--- config.mk ---
export PLATFORM = sky130hd
export DESIGN_NAME = ssd_entry_scanner
export DESIGN_NICKNAME = d
export VERILOG_FILES = /design/src/rtl/ssd_pkg.sv /design/src/rtl/ssd_scan_timer.sv /design/src/rtl/ssd_entry_scanner.sv
export SDC_FILE = /design/constraint.sdc
export NUM_CORES = 1
export LEC_CHECK = 0
export ABC_CLOCK_PERIOD_IN_PS = 2000
export BUFFER_PORTS_ARGS = -buffer_cell sky130_fd_sc_hd__buf_2
export CAP_MARGIN = 20
export CORE_UTILIZATION = 35
export DETAILED_ROUTE_END_ITERATION = 7
export MAX_ROUTING_LAYER = met4
export SLEW_MARGIN = 0
export SYNTH_ARGS = -nofsm -noshare
export SYNTH_HDL_FRONTEND = slang
export SYNTH_HIERARCHICAL = 1
export SYNTH_SLANG_ARGS = --single-unit
--- constraint.sdc ---
create_clock -name clk -period 2 [get_ports clk]
set_input_delay 0.1 -clock clk [delete_from_list [all_inputs] [get_ports clk]]
set_output_delay 0.1 -clock clk [all_outputs]
set_load 0.05 [all_outputs]
--- src/rtl/ssd_pkg.sv ---
// Shared seven-segment definitions: segment vector type, blank pattern and
// the hex glyph table used by every display block.
package ssd_pkg;

   typedef logic [6:0] seg_t;

   localparam seg_t SEG_BLANK = 7'b0000000;

   // Hex glyphs in {a,b,c,d,e,f,g} order, active-high segments.
   function automatic seg_t hex_to_seg(input logic [3:0] hex);
      seg_t s;
      case (hex)
         4'h0: s = 7'b1111110;
         4'h1: s = 7'b0110000;
         4'h2: s = 7'b1101101;
         4'h3: s = 7'b1111001;
         4'h4: s = 7'b0110011;
         4'h5: s = 7'b1011011;
         4'h6: s = 7'b1011111;
         4'h7: s = 7'b1110000;
         4'h8: s = 7'b1111111;
         4'h9: s = 7'b1111011;
         4'hA: s = 7'b1110111;
         4'hB: s = 7'b0011111;
         4'hC: s = 7'b1001110;
         4'hD: s = 7'b0111101;
         4'hE: s = 7'b1001111;
         default: s = 7'b1000111;
      endcase
      return s;
   endfunction

endpackage

--- src/rtl/ssd_scan_timer.sv ---
// Scan timer for the multiplexed SSD bus: holds each digit for SCAN_DIV
// clocks, then advances the scan index and rotates the one-hot select.
module ssd_scan_timer
   import ssd_pkg::*;
#(
   parameter int NUM_DIGITS = 2,
   parameter int SCAN_DIV   = 62_500,
   localparam int IDX_W     = (NUM_DIGITS > 1) ? $clog2(NUM_DIGITS) : 1
)(
   input  logic                  clk,
   input  logic                  rst,
   output logic [IDX_W-1:0]      scan_idx,
   output logic [NUM_DIGITS-1:0] dig_sel,
   output logic                  scan_adv
);

   localparam int CNT_W = (SCAN_DIV > 1) ? $clog2(SCAN_DIV) : 1;
   localparam logic [CNT_W-1:0] CNT_LAST = CNT_W'(SCAN_DIV - 1);

   logic [CNT_W-1:0] cnt_p0;

   assign scan_adv = (cnt_p0 == CNT_LAST);

   // Dwell counter: 0..SCAN_DIV-1, restarts on the advance strobe.
   always_ff @(posedge clk or posedge rst) begin
      if (rst)
         cnt_p0 <= '0;
      else if (scan_adv)
         cnt_p0 <= '0;
      else
         cnt_p0 <= cnt_p0 + CNT_W'(1);
   end

   generate
      if (NUM_DIGITS == 1) begin : g_single
         // A single digit is always selected; nothing rotates.
         assign scan_idx = '0;
         assign dig_sel  = 1'b1;
      end else begin : g_ring
         localparam logic [IDX_W-1:0] IDX_LAST = IDX_W'(NUM_DIGITS - 1);
         logic [IDX_W-1:0]      idx_p0;
         logic [NUM_DIGITS-1:0] sel_p0;

         // Index and one-hot select advance together so they never disagree.
         always_ff @(posedge clk or posedge rst) begin
            if (rst) begin
               idx_p0 <= '0;
               sel_p0 <= NUM_DIGITS'(1);
            end else if (scan_adv) begin
               idx_p0 <= (idx_p0 == IDX_LAST) ? '0 : idx_p0 + IDX_W'(1);
               sel_p0 <= {sel_p0[NUM_DIGITS-2:0], sel_p0[NUM_DIGITS-1]};
            end
         end

         assign scan_idx = idx_p0;
         assign dig_sel  = sel_p0;
      end
   endgenerate

endmodule

--- src/rtl/ssd_entry_scanner.sv ---
// Keypad entry buffer with multiplexed seven-segment scan-out.
// Keeps the last NUM_DIGITS keys (newest in slot 0) and drives one shared
// segment bus with a rotating one-hot digit select.
// Optional build macro SSD_ENTRY_BKSP_EN: key BKSP_CODE deletes the newest
// digit instead of being stored.
module ssd_entry_scanner
   import ssd_pkg::*;
#(
   parameter int         NUM_DIGITS = 2,
   parameter int         SCAN_DIV   = 62_500,
   parameter logic [3:0] BKSP_CODE  = 4'hE,
   localparam int        CNT_W      = $clog2(NUM_DIGITS + 1)
)(
   input  logic                  clk,
   input  logic                  rst,
   input  logic                  key_valid,
   input  logic [3:0]            key_code,
   input  logic                  clear,
   input  logic                  stop_full,
   output logic [6:0]            seg,
   output logic [NUM_DIGITS-1:0] dig_sel,
   output logic [CNT_W-1:0]      count,
   output logic                  full,
   output logic                  overflow
);

   localparam int IDX_W = (NUM_DIGITS > 1) ? $clog2(NUM_DIGITS) : 1;
   localparam logic [CNT_W-1:0] CNT_FULL = CNT_W'(NUM_DIGITS);
   localparam logic [IDX_W-1:0] IDX_LAST = IDX_W'(NUM_DIGITS - 1);

   logic                  key_prev_p0;
   logic                  key_evt;
   logic                  is_bksp;
   logic [3:0]            dig_p0  [NUM_DIGITS];
   logic [3:0]            dig_nxt [NUM_DIGITS];
   logic [CNT_W-1:0]      cnt_nxt;
   logic                  ovf_nxt;
   logic [NUM_DIGITS-1:0] slot_vld;
   logic [IDX_W-1:0]      scan_idx;
   logic [IDX_W-1:0]      idx_nxt;
   logic                  scan_adv;

   // Count increment that holds at the buffer depth.
   function automatic logic [CNT_W-1:0] sat_inc(input logic [CNT_W-1:0] c);
      return (c == CNT_FULL) ? c : c + CNT_W'(1);
   endfunction

   ssd_scan_timer #(
      .NUM_DIGITS (NUM_DIGITS),
      .SCAN_DIV   (SCAN_DIV)
   ) u_scan_timer (
      .clk      (clk),
      .rst      (rst),
      .scan_idx (scan_idx),
      .dig_sel  (dig_sel),
      .scan_adv (scan_adv)
   );

   // Rising edge of key_valid; prev resets high so a key held through reset is ignored.
   assign key_evt = key_valid & ~key_prev_p0;

`ifdef SSD_ENTRY_BKSP_EN
   assign is_bksp = (key_code == BKSP_CODE);
`else
   // BKSP_CODE is an ordinary digit in this build.
   assign is_bksp = 1'b0 & (key_code == BKSP_CODE);
`endif

   assign full = (count == CNT_FULL);

   // Slots below count hold valid digits; the rest display blank.
   always_comb begin
      slot_vld = '0;
      for (int i = 0; i < NUM_DIGITS; i++)
         slot_vld[i] = (CNT_W'(i) < count);
   end

   // Next buffer state: clear wins, then backspace, stop-mode reject, shift-in.
   always_comb begin
      for (int i = 0; i < NUM_DIGITS; i++)
         dig_nxt[i] = dig_p0[i];
      cnt_nxt = count;
      ovf_nxt = 1'b0;
      if (clear) begin
         cnt_nxt = '0;
      end else if (key_evt) begin
         if (is_bksp) begin
            if (count != '0) begin
               for (int i = 0; i < NUM_DIGITS - 1; i++)
                  dig_nxt[i] = dig_p0[i+1];
               cnt_nxt = count - CNT_W'(1);
            end
         end else if (stop_full && full) begin
            ovf_nxt = 1'b1;
         end else begin
            for (int i = NUM_DIGITS - 1; i > 0; i--)
               dig_nxt[i] = dig_p0[i-1];
            dig_nxt[0] = key_code;
            cnt_nxt    = sat_inc(count);
         end
      end
   end

   // Digit storage; validity is carried by count, so the data needs no reset.
   always_ff @(posedge clk) begin
      dig_p0 <= dig_nxt;
   end

   // Control state: edge detector, occupancy and overflow pulse.
   always_ff @(posedge clk or posedge rst) begin
      if (rst) begin
         key_prev_p0 <= 1'b1;
         count       <= '0;
         overflow    <= 1'b0;
      end else begin
         key_prev_p0 <= key_valid;
         count       <= cnt_nxt;
         overflow    <= ovf_nxt;
      end
   end

   assign idx_nxt = (scan_idx == IDX_LAST) ? '0 : scan_idx + IDX_W'(1);

   // Segment bus loads the glyph for the digit being selected on the same edge.
   always_ff @(posedge clk or posedge rst) begin
      if (rst)
         seg <= SEG_BLANK;
      else if (scan_adv)
         seg <= slot_vld[idx_nxt] ? hex_to_seg(dig_p0[idx_nxt]) : SEG_BLANK;
   end

endmodule
After elaboration in Yosys (flattened, before gate mapping):

Memories as Yosys holds them, arrays and structs flattened.
Index checks and enable logic that the tools add are counted.

* equality and inequality tests: 4
* mux-type cells: 15
* $lt $le $gt $ge: 4
* bitwise gates (word level): 5
* reduce and logical (&&, ||, !) cells: 4
* $add $sub $neg: 3

Operators with widths (number)
* adder 16 x 1 -> 16 bit, second input constant: 1
* equality test 16 bit, second input constant: 1
* two-way mux 16 bit: 1
* two-way mux 4 bit: 3
* two-way mux 2 bit: 4
* two-way mux 7 bit: 1
* two-way mux 1 bit: 6
* AND reduction 3 bit: 2
* less-than comparator 1 x 2 -> 1 bit, first input constant: 2
* != test 2 bit, second input constant: 2
* inverter 1 bit: 3
* adder 2 x 1 -> 2 bit, second input constant: 1
* equality test 2 bit, second input constant: 1
* greater-or-equal comparator 2 bit, second input constant: 1
* less-than comparator 1 x 2 -> 1 bit, second input constant: 1
* inverter 1 -> 2 bit: 1
* nonzero test 2 bit: 1
* adder 1 bit, second input constant: 1
* AND 1 bit: 1
* logical AND 1 bit: 1

* ROM bits: 112
* memories kept: 1
* flip-flop bits (word level): 38

Memories
* (name not given): depth 16, bits a word 7, read ports 1, clocked after Yosys merged registers in 0, wr ports 0, RTL line ssd_pkg.sv:12 `case (hex)`

Logic depth before layout (Yosys ltp):

Gate-level depths: netlist of run 1.
An unclocked memory read counts as a cell.

* depth after elaboration: 8
* mapped depth: 9

Hierarchy:

The synthesis of run 1 kept the hierarchy.

By module, submodules not included
* ssd_entry_scanner: seq. area each 516.7 um2, area each 1153.6 um2, instances 1, cells an instance 108
* ssd_scan_timer: seq. area each 476.7 um2, area each 917.1 um2, instances 1, cells an instance 77

Worst setup path after synthesis of run 1:

Ideal clock, no wire load.

* path kind: register to register
* start point: register count[0]
* end point: register dig_p0[0] (netlist name), enable pin
* stages on the path, launching flop included: 4
* period minus slack after synthesis: 2098 ps
* path slack: -98 ps
* path buffers: 0
* arrival: 1723 ps
* path through: dfrtp_1 -> inv_1 -> ha_1 -> a21oi_1

* longest elaborated chain between the ends: 4

RTL lines
* from (decl): RTL line ssd_entry_scanner.sv:22 `output logic [CNT_W-1:0] count,`
* from (signal assigned): RTL line ssd_entry_scanner.sv:117 `count <= cnt_nxt;`
* equality test 2 bit: RTL line ssd_entry_scanner.sv:69 `assign full = (count == CNT_FULL);`
* named net full: RTL line ssd_entry_scanner.sv:23 `output logic full,`
* logical AND 1 bit: RTL line ssd_entry_scanner.sv:93 `end else if (stop_full && full) begin`
* inverter 1 bit (no source line)
* AND reduction 3 bit (no source line)
* to (signal assigned): RTL line ssd_entry_scanner.sv:106 `dig_p0 <= dig_nxt;`
* to (decl): RTL line ssd_entry_scanner.sv:34 `logic [3:0] dig_p0 [NUM_DIGITS];`

The timed path passes the listed nets, and every way through them passes these cells.
A chain may end at the register's enable or synchronous reset.

Final worst setup path of run 1:

* start point: register u_scan_timer.g_ring.idx_p0 (netlist: u_scan_timer/scan_idx)
* end point: register seg[3]

* longest elaborated chain between the ends: 8

RTL lines
* from (decl): RTL line ssd_scan_timer.sv:41 `logic [IDX_W-1:0] idx_p0;`
* from (signal assigned): RTL line ssd_scan_timer.sv:50 `idx_p0 <= (idx_p0 == IDX_LAST) ? '0 : idx_p0 + IDX_W'(1);`
* adder 1 bit: RTL line ssd_entry_scanner.sv:122 `assign idx_nxt = (scan_idx == IDX_LAST) ? '0 : scan_idx + IDX_W'(1);`
* two-way mux 1 bit *: RTL line ssd_entry_scanner.sv:122
* inverter 1 -> 2 bit (not written as such): RTL line ssd_entry_scanner.sv:129 `seg <= slot_vld[idx_nxt] ? hex_to_seg(dig_p0[idx_nxt]) : SEG_BLANK;`
* two-way mux 4 bit (not written as such) (3 in series): RTL line ssd_entry_scanner.sv:129
* memory read (16 x 7 bit)
* two-way mux 7 bit *: RTL line ssd_entry_scanner.sv:129
* to (signal assigned): RTL line ssd_entry_scanner.sv:129
* to (decl): RTL line ssd_entry_scanner.sv:20 `output logic [6:0] seg,`

Every way passes the cells marked *; elsewhere a longest branch is shown, timed or not. The select of a mux whose other input is x is not followed.

==> impl_metrics.ini, run 1 <==
[timing]
final.period_utilization = 0.899
setup_tns_ns = 0
hold_violations = 0
setup_viol = 0
slew-limit-headroom = 0.528
layout_setup_ws_ns = 0.203
maxSlewViolCount = 0
tightest_slew_ns = 0.708
max_freq_mhz = 556
rsz0062_at_grt = no
period_minus_slack_ns = 1.80
skew_ns = 0.0128

[logic_synthesis]
synth_top_family_by_area = simple AND/OR/NAND/NOR gates
synth_ff_type = dfrtp_1
muxShareOfSynthArea = 0.0556
synth-warning-count = 6
synth-xor-area-share = 0.0465
syn_nets = 202
synth_edf_count = 8
synth_compound_area_frac = 0.124
ys_seq_area_frac = 0.480
synth_seq_cells = 38
avgSynthCellArea_um2 = 11.2
synth_cell_types = 51
syn_inst = 185
async_flop_share = 0.789
synthAdderAreaFrac = 0.0483
synth_simple_gate_area_frac = 0.198
syn_area_um2 = 2070

[floorplanning]
initial_core_util = 0.369
die_w_um = 78.9
num_rows = 27
core_um2 = 5610
die_y_um = 78.9
fp.dieArea_um2 = 6230
io_pins = 22

[global_routing]
antenna_found_initial = 0
grt_max_degree = 22
grt_pass1_wl_mm = 7.13
grt_pass1_vias = 1484
grt_util_all_layers = 0.158
grt_overflow_total = 0

[worst_setup_path]
end_kind = flip-flop
r2r-end = seg[3]
start_kind = flip-flop
cpMaxStageDelayCell = dfrtp_2
path_class = flip-flop to flip-flop
critPathBufInv = 1
r2r_cells = 7
worstPathArrival_ns = 1.97
cp_top_family = compound AO/OA/AOI/OAI gates
crit_fanout = 5
r2r-start = u_scan_timer/scan_idx
max_stage_delay_ns = 0.46
crit_required_ns = 2.18
path_cells = mux2i_4 > inv_1 > ha_1 > nand2_1 > a32o_1 > a22oi_1 > o2bb2ai_1
reg2reg_slack_ns = 0.20

[routing]
drt_iter0_drc = 65
wl_mm = 4.08
vias = 1470
avgViaCountPerCell = 5.02
ant_nets = 0
drt_pass1_iterations = 4
wire_per_inst_um = 13.9
drc = 0

[power]
leakagePower_nw = 1.13
powerDensity_nw_per_um2 = 586
vdd.ir_drop.worst_mv = 0.302

[layout]
antenna-diode-count = 0
layout-area-overhead-vs-synth_pct = 17.2
drive_gt1_frac = 0.249
stdcell_count = 293
fill_cells = 581
nets = 237
multi_input_area_um2 = 993
seqCellArea_um2 = 995

[worst_hold_path]
hold_path_end = overflow
min_from = stop_full
hold_path_depth = 3
hold_path.class = input port to flip-flop

[place]
port_buffers = 21
place_ws_ns = 0.123
hpwl_mm = 2.91
placedCellCount = 278
gp_congestion = 0.835

[clock_network]
post_cts_buffers = 0
clockRootBuffer = clkbuf_8
h-tree-depth = 2
clkTransAtPathRegs_ns = 0.08
clock_path_buffers = 2
cts_made_buffers = 5
cts_sinks = 38
clk_latency_ns = 0.30
cts_tree = done

[status]
status = completed

[run]
drv_cap = 0
-- cells in the mapped netlist, drive strengths merged (2+ instances only) --
library cell	number	area share
dfrtp	28	0.34
nand2	20	0.036
nor2	17	0.031
inv	12	0.022
nand3	11	0.031
edfxtp	8	0.12
ha	8	0.048
mux2i	7	0.034
xnor2	7	0.030
a21oi	6	0.016
buf	5	0.022
o2bb2ai	4	0.017
xor2	4	0.017
and3	3	0.0091
mux2	3	0.022
nor2b	3	0.0091
o32ai	3	0.016
a211oi	2	0.0072
a21o	2	0.0072
a32o	2	0.0097
and4bb	2	0.012
dfstp	2	0.025
nand2b	2	0.0060
nand4	2	0.013
nor3	2	0.0097
nor4	2	0.021
o21ai	2	0.0048
-- per-stage QoR --
step	util	area [um^2]	hold slack (ns)	total power [mW]
floorplan	-	2070	-0.0483	0.882
global placement	0.403	2260	0.131	0.910
detailed placement	0.403	2260	0.132	0.911
CTS	0.430	2410	0.0322	1.44
global route	0.433	2430	0.0501	1.49
finish	0.433	2430	0.0430	1.42
-- layer usage --
layer / track usage / up-vias / wire (um)
met4: 0.0764 / 0 / 99
met5: - / - / 0
met1: 0.203 / 699 / 2000
met2: 0.231 / 28 / 1830
met3: 0.0414 / 9 / 157
li1: - / 734 / -
-- area by class of cell --
cell class              count  share of cell area
well taps                  72              0.0371
clock inverters             2             0.00412
flip-flops and latches     38               0.410
repair buffers             33              0.0876
clock buffers               6              0.0299
inverters                  13              0.0222
multi-input cells         129               0.409
-- logic make-up after synthesis --
kind of cell               Yosys count
and+or+nand+nor                     69
adders and majority gates            8
xor gates and xnor gates            11
buffers and inverters               18
muxes                               10
DFF                                 38
AOI/OAI and AO/OA                   31
-- state kept, by name (all words and copies together) (netlist names) --
| register | count |
|---|---|
| count | 2 |
| u_scan_timer/cnt_p0 | 16 |
| key_prev_p0 | 1 |
| u_scan_timer/scan_idx | 1 |
| u_scan_timer/dig_sel | 2 |
| seg | 7 |
| overflow | 1 |
| dig_p0 | 8 |
-- layout by cell type (no fill, tap or decap), drive strengths merged, types with 4 or more instances in the layout --
cell | synthesis | layout
buf | 5 | 26
clkbuf | 0 | 6
ha | 8 | 8
dlygate4sd3 | 0 | 7
inv | 12 | 12
a21oi | 6 | 6
dfrtp | 28 | 28
nand2 | 20 | 20
xnor2 | 7 | 7
nor2 | 17 | 17
xor2 | 4 | 4
nand3 | 11 | 11
o2bb2ai | 4 | 4
mux2i | 7 | 7
edfxtp | 8 | 8
-- where the power goes --
group	internal (mW)	total, mW	switching, mW
Combinational	0.0382	0.0945	0.0563
Clock	0.242	0.516	0.274
Sequential	0.801	0.812	0.0110
-- worst register-to-register path, cell delays in order (launching register included) --
cell and delay, ns:
dfrtp_2 0.46, mux2i_4 0.21, inv_1 0.09, ha_1 0.26, nand2_1 0.10, a32o_1 0.29, a22oi_1 0.21, o2bb2ai_1 0.08
-- worst max-delay path by stage --
stage / startpoint / endpoint / slack (ns) / depth (start not counted)
after floorplan: u_scan_timer/scan_idx / seg[3] / 0.06 / 9
after detailed placement: u_scan_timer/scan_idx / seg[3] / 0.12 / 7
final: u_scan_timer/scan_idx / seg[3] / 0.20 / 7
after global placement: u_scan_timer/cnt_p0[0] / seg[2] / 0.23 / 7
after CTS: u_scan_timer/scan_idx / seg[3] / 0.11 / 7
after global routing: u_scan_timer/scan_idx / seg[3] / 0.04 / 7
-- what timing repair did --
| item | in CTS | in global routing |
|---|---|---|
| gates resized for setup | 0 | 3 |
| setup endpoints to repair | 0 | 1 |
| hold buffers | 7 | 0 |
| endpoints found under the hold margin | 35 | 0 |
No activity file was read; power rests on OpenSTA's default activity.
==> inputs of run 2 (changes only) <==
--- a/config.mk
+++ b/config.mk
@@ -8,9 +8,11 @@
 export ABC_CLOCK_PERIOD_IN_PS = 2000
 export BUFFER_PORTS_ARGS = -buffer_cell sky130_fd_sc_hd__buf_2
 export CAP_MARGIN = 20
-export CORE_UTILIZATION = 35
+export CORE_UTILIZATION = 52
 export DETAILED_ROUTE_END_ITERATION = 7
 export MAX_ROUTING_LAYER = met4
+export PLACE_DENSITY = 0.75
+export REMOVE_ABC_BUFFERS = 1
 export SLEW_MARGIN = 0
 export SYNTH_ARGS = -nofsm -noshare
 export SYNTH_HDL_FRONTEND = slang
==> impl_metrics.ini, run 2 (synthesis gave the netlist of run 1 again) <==
[timing]
hold_violations = 0
maxSlewViolCount = 0
tightest_slew_ns = 0.696
rsz0062_at_grt = no
period_minus_slack_ns = 1.85
layout_setup_ws_ns = 0.147
skew_ns = 0.00912
max_freq_mhz = 540
slew-limit-headroom = 0.536
final.period_utilization = 0.927
whs_ns = 0.0627
setup_viol = 0

[floorplanning]
die_y_um = 65.1
io_pins = 22
num_rows = 22
die_w_um = 65.1
core_um2 = 3740
fp.dieArea_um2 = 4240
initial_core_util = 0.553

[layout]
reg_top3 = u_scan_timer/cnt_p0 x16, dig_p0 x8, seg x7
drive_gt1_frac = 0.250
nets = 236
largest_register_ff_count = 16
layout-area-overhead-vs-synth_pct = 17.6
mostFrequentLayoutCell = dfrtp_1
layout_common_cells = 28 x dfrtp_1, 21 x buf_2, 20 x nand2_1
final_util = 0.651
top_register = u_scan_timer/cnt_p0
antenna-diode-count = 0
stdcell_count = 268

[place]
hpwl_mm = 2.83
gp_congestion = 0.813
placedCellCount = 253
port_buffers = 21
place_ws_ns = 0.138

[worst_setup_path]
critPathCapture = seg[5]
crit_required_ns = 2.22
r2r-start = u_scan_timer/cnt_p0[0]
start_kind = flip-flop
r2r_cells = 7
r2r-end = seg[5]
timing.critical_path.from = u_scan_timer/cnt_p0[0]
path_class = flip-flop to flip-flop
end_kind = flip-flop
worstPathArrival_ns = 2.08
reg2reg_slack_ns = 0.15
crit_fanout = 9

[routing]
ant_nets = 0
vias = 1489
avgViaCountPerCell = 5.56
wire_per_inst_um = 14.7
drt_iter0_drc = 58
drc = 0
drt_pass1_iterations = 5
wl_mm = 3.94

[global_routing]
grt_overflow_total = 0
antenna_found_initial = 0
grt_pass1_wl_mm = 6.76
grt_pass1_vias = 1423
grt_max_degree = 23
grt_util_all_layers = 0.219

[clock_network]
cts_tree = done
clockRootBuffer = clkbuf_8
cts_made_buffers = 5
cts_sinks = 38
h-tree-depth = 2
post_cts_buffers = 0
clkTransAtPathRegs_ns = 0.07
clock_path_buffers = 2
clk_latency_ns = 0.29

[run]
drv_cap = 0

[power]
vdd.ir_drop.worst_mv = 0.511
powerDensity_nw_per_um2 = 679
leakagePower_nw = 1.15

[status]
status = completed

[worst_hold_path]
hold_path.class = input port to flip-flop
==> run 2: cell count changes in the layout (fill, tap and decap cells not counted), sizes merged <==
cell and change:
clkinv -2, buf -1, bufinv +1, clkbuf +1
==> run 2: worst max-delay path: stages, from the launching register on <==
cell and delay [ns]:
dfrtp_1 0.42, ha_2 0.24, and4bb_1 0.25, nand4_4 0.21
clkinv_4 0.15, o211ai_2 0.18, a21oi_1 0.18, a22o_1 0.15
==> run 2: worst min-delay path by stage <==
stage,end,from,depth (start not counted)
after detailed placement,overflow,rst,2
after global routing,overflow,stop_full,3
after CTS,overflow,stop_full,3
after floorplan,count[0],rst,1
after global placement,overflow,rst,2
final,overflow,stop_full,3
==> run 2: repair_timing <==
action                     in CTS  in global routing
hold buffers                    7                  0
resized for setup               0                  3
hold endpoints to repair       35                  0
setup endpoints to repair       0                  2
==> run 2: cell type report <==
class | instances | area [um^2]
fill | 312 | 1310
sequential | 38 | 993
multi-input combinational | 129 | 986
timing repair buffer | 32 | 205
clock buffer | 7 | 108
tap | 48 | 60.1
inverter | 13 | 53.8
clock inverter | 1 | 30.0
==> run 2: layer usage <==
metal,routed length [um],track usage
met1,1960,0.302
met2,1780,0.319
met3,155,0.0469
met4,40,0.0815
met5,0,-
==> run 2: where the power goes <==
group,total (mW),internal (mW),switching [mW]
Combinational,0.0934,0.0379,0.0555
Clock,0.750,0.482,0.268
Sequential,0.811,0.801,0.0109
==> run 2: stage by stage <==
step	instance area [um^2]	total power, mW	TNS [ns]
2_1_floorplan	2020	0.880	-1.05
3_3_place_gp	2220	0.906	0
3_5_place_dp	2220	0.909	0
4_1_cts	2430	1.67	0
5_1_grt	2440	1.70	0
6_report	2440	1.65	0
==> inputs of run 3 (changes only) <==
--- a/config.mk
+++ b/config.mk
@@ -8,10 +8,12 @@
 export ABC_CLOCK_PERIOD_IN_PS = 2000
 export BUFFER_PORTS_ARGS = -buffer_cell sky130_fd_sc_hd__buf_2
 export CAP_MARGIN = 20
-export CORE_UTILIZATION = 52
+export CELL_PAD_IN_SITES_DETAIL_PLACEMENT = 1
+export CELL_PAD_IN_SITES_GLOBAL_PLACEMENT = 1
+export CORE_UTILIZATION = 42
 export DETAILED_ROUTE_END_ITERATION = 7
 export MAX_ROUTING_LAYER = met4
-export PLACE_DENSITY = 0.75
+export PLACE_DENSITY_LB_ADDON = 0.1
 export REMOVE_ABC_BUFFERS = 1
 export SLEW_MARGIN = 0
 export SYNTH_ARGS = -nofsm -noshare
==> impl_metrics.ini, run 3 (synthesis gave the netlist of run 1 again) <==
[worst_setup_path]
path_cells = mux2i_2 > inv_1 > ha_1 > nor2b_1 > o32ai_1 > a22oi_1 > o2bb2ai_1
start_kind = flip-flop
max_stage_delay_ns = 0.42
end_kind = flip-flop
cpMaxStageDelayCell = dfrtp_1
worstPathArrival_ns = 2.04
crit_fanout = 3
path_class = flip-flop to flip-flop
crit_required_ns = 2.22
r2r_cells = 7

[timing]
layout_setup_ws_ns = 0.181
setup_viol = 0
tightest_slew_ns = 0.755
rsz0062_at_grt = no
max_freq_mhz = 550
skew_ns = 0.00918
hold_violations = 0
maxSlewViolCount = 0
period_minus_slack_ns = 1.82
final.period_utilization = 0.910
slew-limit-headroom = 0.496

[floorplanning]
initial_core_util = 0.438
fp.dieArea_um2 = 5220
io_pins = 22
die_y_um = 72.2
num_rows = 25
core_um2 = 4720
die_w_um = 72.2

[clock_network]
cts_made_buffers = 5
clkTransAtPathRegs_ns = 0.08
clk_latency_ns = 0.29
cts_sinks = 38
clock_path_buffers = 2
cts_tree = done
clockRootBuffer = clkbuf_8
h-tree-depth = 2

[place]
gp_congestion = 0.764
hpwl_mm = 3.45
placedCellCount = 273
place_ws_ns = 0.131
port_buffers = 21

[layout]
layout_common_cells = 28 x dfrtp_1, 21 x buf_2, 20 x nand2_1
top_register = u_scan_timer/cnt_p0
largest_register_ff_count = 16
stdcell_count = 290
antenna-diode-count = 0
layout-area-overhead-vs-synth_pct = 17.1
nets = 239
fill_cells = 523
mostFrequentLayoutCell = dfrtp_1
drive_gt1_frac = 0.251
reg_top3 = u_scan_timer/cnt_p0 x16, dig_p0 x8, seg x7

[routing]
drc = 0
vias = 1527
drt_iter0_drc = 38
ant_nets = 0
drt_pass1_iterations = 4
wl_mm = 4.57
avgViaCountPerCell = 5.27
wire_per_inst_um = 15.8

[power]
powerDensity_nw_per_um2 = 583
vdd.ir_drop.worst_mv = 0.282
leakagePower_nw = 1.14

[status]
status = completed

[global_routing]
grt_max_degree = 23
grt_pass1_wl_mm = 7.74
grt_util_all_layers = 0.202
antenna_found_initial = 0
grt_pass1_vias = 1623
grt_overflow_total = 0

[worst_hold_path]
hold_path_depth = 3
hold_path.class = input port to flip-flop

[run]
drv_cap = 0
run 3: changes by cell type in the layout (fill, tap and decap cells not counted):
cell       delta
bufinv_16     -1
clkinv_2      +2
clkbuf_1      +1
buf_4         +3
clkbuf_16     -1
clkbuf_8      -1
ha_1          +1
ha_2          -1
run 3: through the flow:
stage	util	hold WS [ns]	area [um^2]	power, mW	TNS (ns)
6_report	0.513	0.0451	2420	1.41	0
5_1_grt	0.513	0.0640	2420	1.47	0
4_1_cts	0.509	0.0333	2400	1.43	0
3_5_place_dp	0.477	0.122	2250	0.913	0
3_3_place_gp	0.477	0.111	2250	0.909	0
2_1_floorplan	-	-0.0483	2020	0.880	-1.05
run 3: final cells by class:
class | instances | area, um^2 | area share
flip-flops and latches | 38 | 993 | 0.410
multi-input cells | 129 | 983 | 0.406
repair buffers | 35 | 228 | 0.0939
well taps | 67 | 83.8 | 0.0346
clock buffers | 6 | 72.6 | 0.0299
inverters | 13 | 53.8 | 0.0222
clock inverters | 2 | 10.0 | 0.00413
run 3: what timing repair did:
item                                    4_1_cts  5_1_grt
hold endpoints to repair                     35        0
hold buffers                                  7        0
endpoints found under the setup margin        0        4
gates resized for setup                       0        2
setup buffers                                 0        2
run 3: where the power goes:
part | switching [mW] | internal (mW) | total, mW
sequential | 0.0104 | 0.800 | 0.811
combinational | 0.0581 | 0.0384 | 0.0965
clock | 0.265 | 0.242 | 0.506
total | 0.333 | 1.08 | 1.41
run 3: worst max-delay path: cells and delay by family (launching register included):
family / cells / cell delay, ns
AND/OR/NAND/NOR: 1 / 0.14
multiplexers: 1 / 0.31
buffers and inverters: 1 / 0.12
flip-flops: 1 / 0.42
AO/OA/AOI/OAI: 3 / 0.54
adder cells (fa/ha/maj): 1 / 0.24
run 3: final timing paths:
check                                         end                   from  slack [ns]
setup / recovery                           seg[3]  u_scan_timer/scan_idx        0.18
hold / removal                           overflow              stop_full        0.05
setup reg to reg                           seg[3]  u_scan_timer/scan_idx        0.18
hold reg to reg                            seg[4]                 seg[4]        0.48
max in group asynchronous  u_scan_timer/cnt_p0[3]                    rst        1.01
min in group asynchronous                  seg[5]                    rst        0.37
run 3: routing by layer:
metal  global-route usage  routed length, um  vias to the layer above
met5                    -                  0                        -
met1                0.225               1950                      768
met2                0.361               2480                       18
met4               0.0719                 53                        0
li1                     -                  -                      735
met3               0.0375                 91                        6
